[config.mk]
export PLATFORM = sky130hd
export DESIGN_NAME = fifo_wr_arbiter
export DESIGN_NICKNAME = d
export VERILOG_FILES = /design/src/rtl/fifo_wr_arbiter.sv
export SDC_FILE = /design/constraint.sdc
export NUM_CORES = 1
export LEC_CHECK = 0
export CELL_PAD_IN_SITES_DETAIL_PLACEMENT = 1
export CELL_PAD_IN_SITES_GLOBAL_PLACEMENT = 1
export CORE_AREA = 2 2 58 60
export CTS_BUF_LIST = sky130_fd_sc_hd__clkbuf_8
export CTS_CLUSTER_SIZE = 25
export DETAILED_ROUTE_END_ITERATION = 7
export DIE_AREA = 0 0 60 62
export GPL_TIMING_DRIVEN = 0
export MAX_ROUTING_LAYER = met4
export PLACE_DENSITY = 0.92
export SLEW_MARGIN = 20
export SYNTH_ARGS = -nofsm -noshare
export SYNTH_HDL_FRONTEND = slang
export SYNTH_SLANG_ARGS = --single-unit
export TNS_END_PERCENT = 50
[constraint.sdc]
create_clock -name wr_clk -period 2.9 [get_ports wr_clk]
set_input_delay 0.435 -clock wr_clk [delete_from_list [all_inputs] [get_ports wr_clk]]
set_output_delay 0.435 -clock wr_clk [all_outputs]
set_load 0.03 [all_outputs]
[src/rtl/fifo_wr_arbiter.sv]
// rtl/fifo_wr_arbiter.sv - round-robin burst arbiter for the shared FIFO write port
//
// Shares one FIFO write port among NREQ requesters. A requester is granted
// for up to MAX_BURST words; after every burst the block spends one IDLE
// cycle arbitrating, starting the search just past the previous grantee so
// every requester is eventually served.
//
// Ports:
//   wr_clk    FIFO write clock, rising edge
//   rst       asynchronous active-high reset
//   req       per-requester request
//   req_data  per-requester word, requester i in [i*DW +: DW]
//   ack       per-requester word-consumed strobe
//   full      FIFO full flag (write domain), used combinationally
//   wr_en     FIFO write enable
//   din       FIFO write data (0 when not writing)
//   grant_id  index of the current or most recent grant
//   busy      high while a burst is in progress

module fifo_wr_arbiter #(
  parameter int NREQ      = 4,
  parameter int DW        = 8,
  parameter int MAX_BURST = 4,
  localparam int GW       = (NREQ > 1) ? $clog2(NREQ) : 1,
  localparam int BW       = $clog2(MAX_BURST + 1)
) (
  input  logic                 wr_clk,
  input  logic                 rst,
  input  logic [NREQ-1:0]      req,
  input  logic [NREQ*DW-1:0]   req_data,
  output logic [NREQ-1:0]      ack,
  input  logic                 full,
  output logic                 wr_en,
  output logic [DW-1:0]        din,
  output logic [GW-1:0]        grant_id,
  output logic                 busy
);

  typedef enum logic {
    IDLE  = 1'b0,
    BURST = 1'b1
  } state_t;

  state_t        state_q, state_d;
  logic [GW-1:0] gnt_q, gnt_d;
  logic [GW-1:0] ptr_q, ptr_d;
  logic [BW-1:0] cnt_q, cnt_d;

  logic          sel_found;
  logic [GW-1:0] sel_idx;
  logic          gnt_req;
  logic          accept;
  logic          last_word;

  // Modular add for requester indices; base < NREQ and k < NREQ, so a
  // single subtraction is enough to wrap.
  function automatic logic [GW-1:0] wrap_add(input logic [GW-1:0] base, input int k);
    int s;
    s = int'(base) + k;
    if (s >= NREQ) s = s - NREQ;
    return GW'(s);
  endfunction

  // Round-robin search: first requester with req high, starting at ptr_q
  // and wrapping. Only consulted in IDLE.
  always_comb begin
    sel_found = 1'b0;
    sel_idx   = '0;
    for (int k = 0; k < NREQ; k++) begin
      if (!sel_found && req[wrap_add(ptr_q, k)]) begin
        sel_found = 1'b1;
        sel_idx   = wrap_add(ptr_q, k);
      end
    end
  end

  // Burst datapath. full gates the write directly: the FIFO registers its
  // own flag, so a low full at this edge means the slot is really free.
  always_comb begin
    gnt_req   = req[gnt_q];
    accept    = (state_q == BURST) && gnt_req && !full;
    last_word = (cnt_q == BW'(MAX_BURST - 1));
    wr_en     = accept;
    ack       = '0;
    ack[gnt_q] = accept;
    din       = accept ? req_data[int'(gnt_q)*DW +: DW] : '0;
    busy      = (state_q == BURST);
    grant_id  = gnt_q;
  end

  // Next-state logic. A stall (full high with req held) changes nothing.
  // A dropped request ends the burst even mid-stall.
  always_comb begin
    state_d = state_q;
    gnt_d   = gnt_q;
    ptr_d   = ptr_q;
    cnt_d   = cnt_q;
    unique case (state_q)
      IDLE: begin
        if (sel_found) begin
          gnt_d   = sel_idx;
          cnt_d   = '0;
          state_d = BURST;
        end
      end
      BURST: begin
        if (accept) cnt_d = cnt_q + BW'(1);
        if ((accept && last_word) || !gnt_req) begin
          state_d = IDLE;
          ptr_d   = wrap_add(gnt_q, 1);
        end
      end
      default: state_d = IDLE;
    endcase
  end

  always_ff @(posedge wr_clk or posedge rst) begin
    if (rst) begin
      state_q <= IDLE;
      gnt_q   <= '0;
      ptr_q   <= '0;
      cnt_q   <= '0;
    end else begin
      state_q <= state_d;
      gnt_q   <= gnt_d;
      ptr_q   <= ptr_d;
      cnt_q   <= cnt_d;
    end
  end

endmodule

# Word-level counts from Yosys, hierarchy flattened
# Cells that the tools add are included.
[classes]
add_sub_neg = 10
n_lt_le_gt_ge = 11
n_eq_ne = 3
shifts = 1
mux = 32
bitwise = 2
reduce_logical = 16
[op_table]
columns = ["cell", "n"]
rows = [
  ["$shiftx A32 B6 Y8", 1],
  ["$mux W2", 9],
  ["$lt A2 B3 Y1 const B", 5],
  ["$ge A3 B3 Y1 const B", 4],
  ["$mux W1", 12],
  ["$bmux W1 S2", 5],
  ["$sub A2 B1 Y2 const B", 5],
  ["$mux W8", 1],
  ["$logic_and A1 B1 Y1", 7],
  ["$add A2 B1 Y3 const B", 2],
  ["$add A2 B2 Y3 const B", 2],
  ["$mux W3", 2],
  ["$pmux W3 S2", 1],
  ["$reduce_and A2 Y1", 3],
  ["$logic_not A1 Y1", 5],
  ["$and A4 B4 Y4", 1],
  ["$add A3 B1 Y3 const B", 1],
  ["$eq A3 B2 Y1 const B", 1],
  ["$ge A2 B3 Y1 const B", 1],
  ["$demux W1 S2", 1],
  ["$ge A2 B1 Y1 const B", 1],
  ["$ne A2 B1 Y1 const B", 1],
  ["$ne A2 B2 Y1 const B", 1],
  ["$pmux W1 S2", 1],
  ["2 further kinds", 2],
]
[word_totals]
ff_bits = 8
input_bits = 39
output_inout_bits = 16

# Depth between registers and ports, before layout
# Gate-level depths: netlist of run 1.
[logic_depth]
ltp_word = 16
mapped_depth = 6
mapped_depth_nobuf = 6

# Least setup slack after synthesis of run 1
# OpenSTA, ideal clock, no wires.
[synth_timing]
kind = "register to output"
start = "register gnt_q[0] (netlist: grant_id[0])"
end = "output port din[0]"
arrival_time_ns = 1.696
slack_ns = 0.769
path_stages_with_launch = 6
path_cell_list = "dfrtp_1 mux4_2 nand3b_2 inv_2 buf_6 and2_4"
[synth_via]
elab_chain_len = 5
[synth_lines]
columns = ["item", "line", "rtl"]
rows = [
  ["start: declaration", "45", "logic [GW-1:0] gnt_q, gnt_d;"],
  ["start signal: assignment", "125", "gnt_q <= gnt_d;"],
  ["$bmux W1 S2", "80", "gnt_req = req[gnt_q];"],
  ["$mux W1 (not written as such)", "80", ""],
  ["$logic_and A1 B1 Y1 (2 in a row)", "81", "accept = (state_q == BURST) && gnt_req && !full;"],
  ["named net wr_en", "33", "output logic wr_en,"],
  ["$mux W8", "86", "din = accept ? req_data[int'(gnt_q)*DW +: DW] : '0;"],
  ["end: declaration", "34", "output logic [DW-1:0] din,"],
]
# The timed path passes the listed nets, and every way through them passes these cells. The select of a mux whose other input is x is not followed.

# Final worst setup path of run 1
[layout_timing]
start = "input port req[0]"
end = "output port din[5]"
[layout_via]
elab_chain_len = 5
[layout_lines]
columns = ["item", "line", "rtl"]
rows = [
  ["start: declaration", "29", "input logic [NREQ-1:0] req,"],
  ["$bmux W1 S2", "80", ""],
  ["$mux W1 (not written as such)", "80", ""],
  ["$logic_and A1 B1 Y1 (2 in a row)", "81", ""],
  ["$mux W8", "86", ""],
]
# Every way passes these cells. The select of a mux whose other input is x is not followed.

==> reports/metrics.csv, run 1 <==
stage;metric;value;unit
grt;grt_usage;0.163;
logic_synthesis;synth_area_per_cell;10.7;um2
logic_synthesis;ys_ff_latch;8;
logic_synthesis;ys_types;28;
clock_tree;cts_sinks;8;
floorplan;die_w;60;um
clock_tree;numCtsBuffers;3;
clock_tree;clk_latency;0.23;ns
critical_path;cp.arrival;2.35;ns
grt;grt_start_max_net_pins;11;
pwr;p_leak;0.670;nW
logic_synthesis;yosysWarnings;0;
logic_synthesis;synthArstFlopShare;1.00;
timing;tightest_slew;0.566;ns
floorplan;dieArea;3720;um2
placed_design;dp_cells;178;
layout;instances_no_fill;181;
layout;n_fill_cell;362;
floorplan;die_h;62;um
logic_synthesis;syn_area;831;um2
placed_design;hpwl;2510;um
logic_synthesis;synthTopCellsByArea;dfrtp_1, mux4_2, ha_1;
timing;fmax;359;MHz
critical_path;cp_max_fo;10;
detailed_routing;final_antenna_net_count;0;
grt;grt_pass1_vias;851;
detailed_routing;via_per_inst;4.62;
clock_tree;cts-root-buf;clkbuf_8;
detailed_routing;finalWirelength;2910;um
grt;antenna_found_initial;0;
grt;grt_pass1_wl;4200;um
detailed_routing;drc;0;
outcome;status;completed;
layout;diodes;0;
logic_synthesis;synth-seq-area-share;0.241;
timing;finalClockSkew;0.00316;ns
timing;fin_setup_tns;0;ns
placed_design;gp_congestion;0.744;
timing;drv_slew;0;
clock_tree;h-tree-depth;1;
timing;hold_violations;0;
pwr;ir_worst_vdd;0.000281;V
clock_tree;cts.clk_slew.worst_paths;0.04;ns
timing;fin_crit;2.79;ns
logic_synthesis;synth_enable_flop_cells;0;
layout;drive_gt1_frac;0.193;
logic_synthesis;syn_nets;123;
timing;rsz0062_at_grt;false;
timing;worst_slack;0.113;ns
floorplan;rows;21;
detailed_routing;drtIter0Drc;20;
worst_hold_path;hp-class;input pin to async pin;
clock_tree;cts_setup_buffers;0;
detailed_routing;firstDrtPassIters;2;
pwr;p_per_area;761;nW/um2
critical_path;worstPathRequired;2.47;ns
timing;setup_violations;0;
job;cap_viol_max_count;0;
critical_path;cp-end-kind;primary output;
pwr;power;1.11;mW
critical_path;criticalPathCategory;input pin to primary output;
logic_synthesis;post-synth-top-area-fraction;0.241;
clock_tree;cts_tree;done;
timing;timing.final.crit_share;0.961;
clock_tree;clock_path_buffers;2;
grt;grt_overflow;0;
logic_synthesis;synth_flop_cell;dfrtp_1;
detailed_routing;via_count;836;
layout;design_area;1450;um2
clock_tree;postCtsHoldBufs;0;
floorplan;core;3180;um2
floorplan;initial_core_util;0.261;
layout;final_nets;182;
logic_synthesis;netlist.top_cell.by_area;dfrtp_1;
critical_path;start_kind;input pin;
placed_design;io_buffers;54;
placed_design;placedInstanceArea;1430;um2
layout;syn2layout_area_growth;75.0;%
timing;slew_headroom;0.623;
placed_design;pre_cts_ws;-0.133;ns
floorplan;pin_count;55;
detailed_routing;wl_per_cell;16.1;um
logic_synthesis;netlist_instances;78;
## cells in the mapped netlist, types with 2 or more instances
master	count
and2_4	8
o21ai_1	3
nand2_1	6
inv_1	7
mux4_2	8
mux2i_1	3
nand2_2	2
nand3_1	4
ha_1	6
a21oi_1	2
clkbuf_1	2
and2_1	4
dfrtp_1	8
## cell families (layout without fill, tap and decap cells)
group / Yosys count / count (layout) / share of synthesized area
compound gates: 9 / 9 / 0.0663
xor+xnor: 1 / 1 / 0.0105
fa+ha+maj: 6 / 6 / 0.0904
buf+inv: 12 / 69 / 0.0648
flops: 8 / 8 / 0.241
mux: 13 / 13 / 0.303
simple gates: 29 / 29 / 0.224
## worst max-delay path: stages
cell and delay, ns:
clkdlybuf4s50_1 0.51, mux4_2 0.56, nand3b_2 0.15, inv_2 0.07
buf_6 0.14, and2_4 0.13, dlygate4sd2_1 0.35
## what timing repair did
action,4_1_cts,5_1_grt
endpoints found under the hold margin,0,0
endpoints found under the setup margin,13,0
gates resized for setup,13,0
## layer usage
metal,vias to the layer above,track usage,wire length [um]
met4,0,0.0571,38
met5,-,-,0
met2,48,0.300,1470
li1,392,-,-
met1,391,0.164,1070
met3,5,0.0476,329
## metrics by stage
| stage | hold slack [ns] | util |
|---|---|---|
| after floorplan | 0.251 | - |
| after global placement | 0.488 | 0.449 |
| after detailed placement | 0.505 | 0.449 |
| after CTS | 0.476 | 0.457 |
| after global routing | 0.492 | 0.457 |
| final | 0.466 | 0.457 |
## flip-flops by register name, summed over array words and instances (netlist names)
register / count
busy: 1
ptr_q: 2
cnt_q: 3
grant_id: 2
## power breakdown
group	internal (mW)	leakage (nW)	switching, mW
clock	0.0900	0.0216	0.0448
combinational	0.370	0.549	0.373
sequential	0.160	0.0995	0.0671
total	0.621	0.670	0.485
## layout by cell type, fill, tap and decap left out, types with 3 or more instances in the layout
cell type        instances
clkdlybuf4s50_1         41
dlygate4sd2_1           13
mux4_2                   8
and2_4                   8
dfrtp_1                  8
inv_1                    7
nand2_1                  6
ha_1                     6
nand3_1                  4
and2_1                   4
mux2i_1                  3
o21ai_1                  3
clkbuf_8                 3
## layout make-up
type | instances | area (um2) | area share
timing repair buffer | 54 | 524 | 0.361
buffer | 4 | 23.8 | 0.0164
multi-input combinational | 58 | 577 | 0.397
clock buffer | 3 | 41.3 | 0.0284
sequential | 8 | 200 | 0.138
tap | 46 | 57.6 | 0.0396
inverter | 8 | 30.0 | 0.0207
## worst paths after layout
kind                             start           to  slack [ns]  cells after the start
setup / recovery                req[0]       din[5]        0.11                      7
hold reg to reg               cnt_q[2]     cnt_q[2]        0.51                      2
max in group asynchronous          rst  grant_id[1]        2.19                      2
setup reg to reg           grant_id[1]     ptr_q[1]        1.17                      4
min in group wr_clk           cnt_q[2]     cnt_q[2]        0.51                      2
hold / removal                     rst     cnt_q[0]        0.47                      2
No activity file was read; power rests on OpenSTA's default activity.
==> run 2: changes to the inputs <==
TNS_END_PERCENT = 100   (was 50)
==> results of run 2 <==
Same layout as run 1: the final DEF is identical, and so are final timing and power.
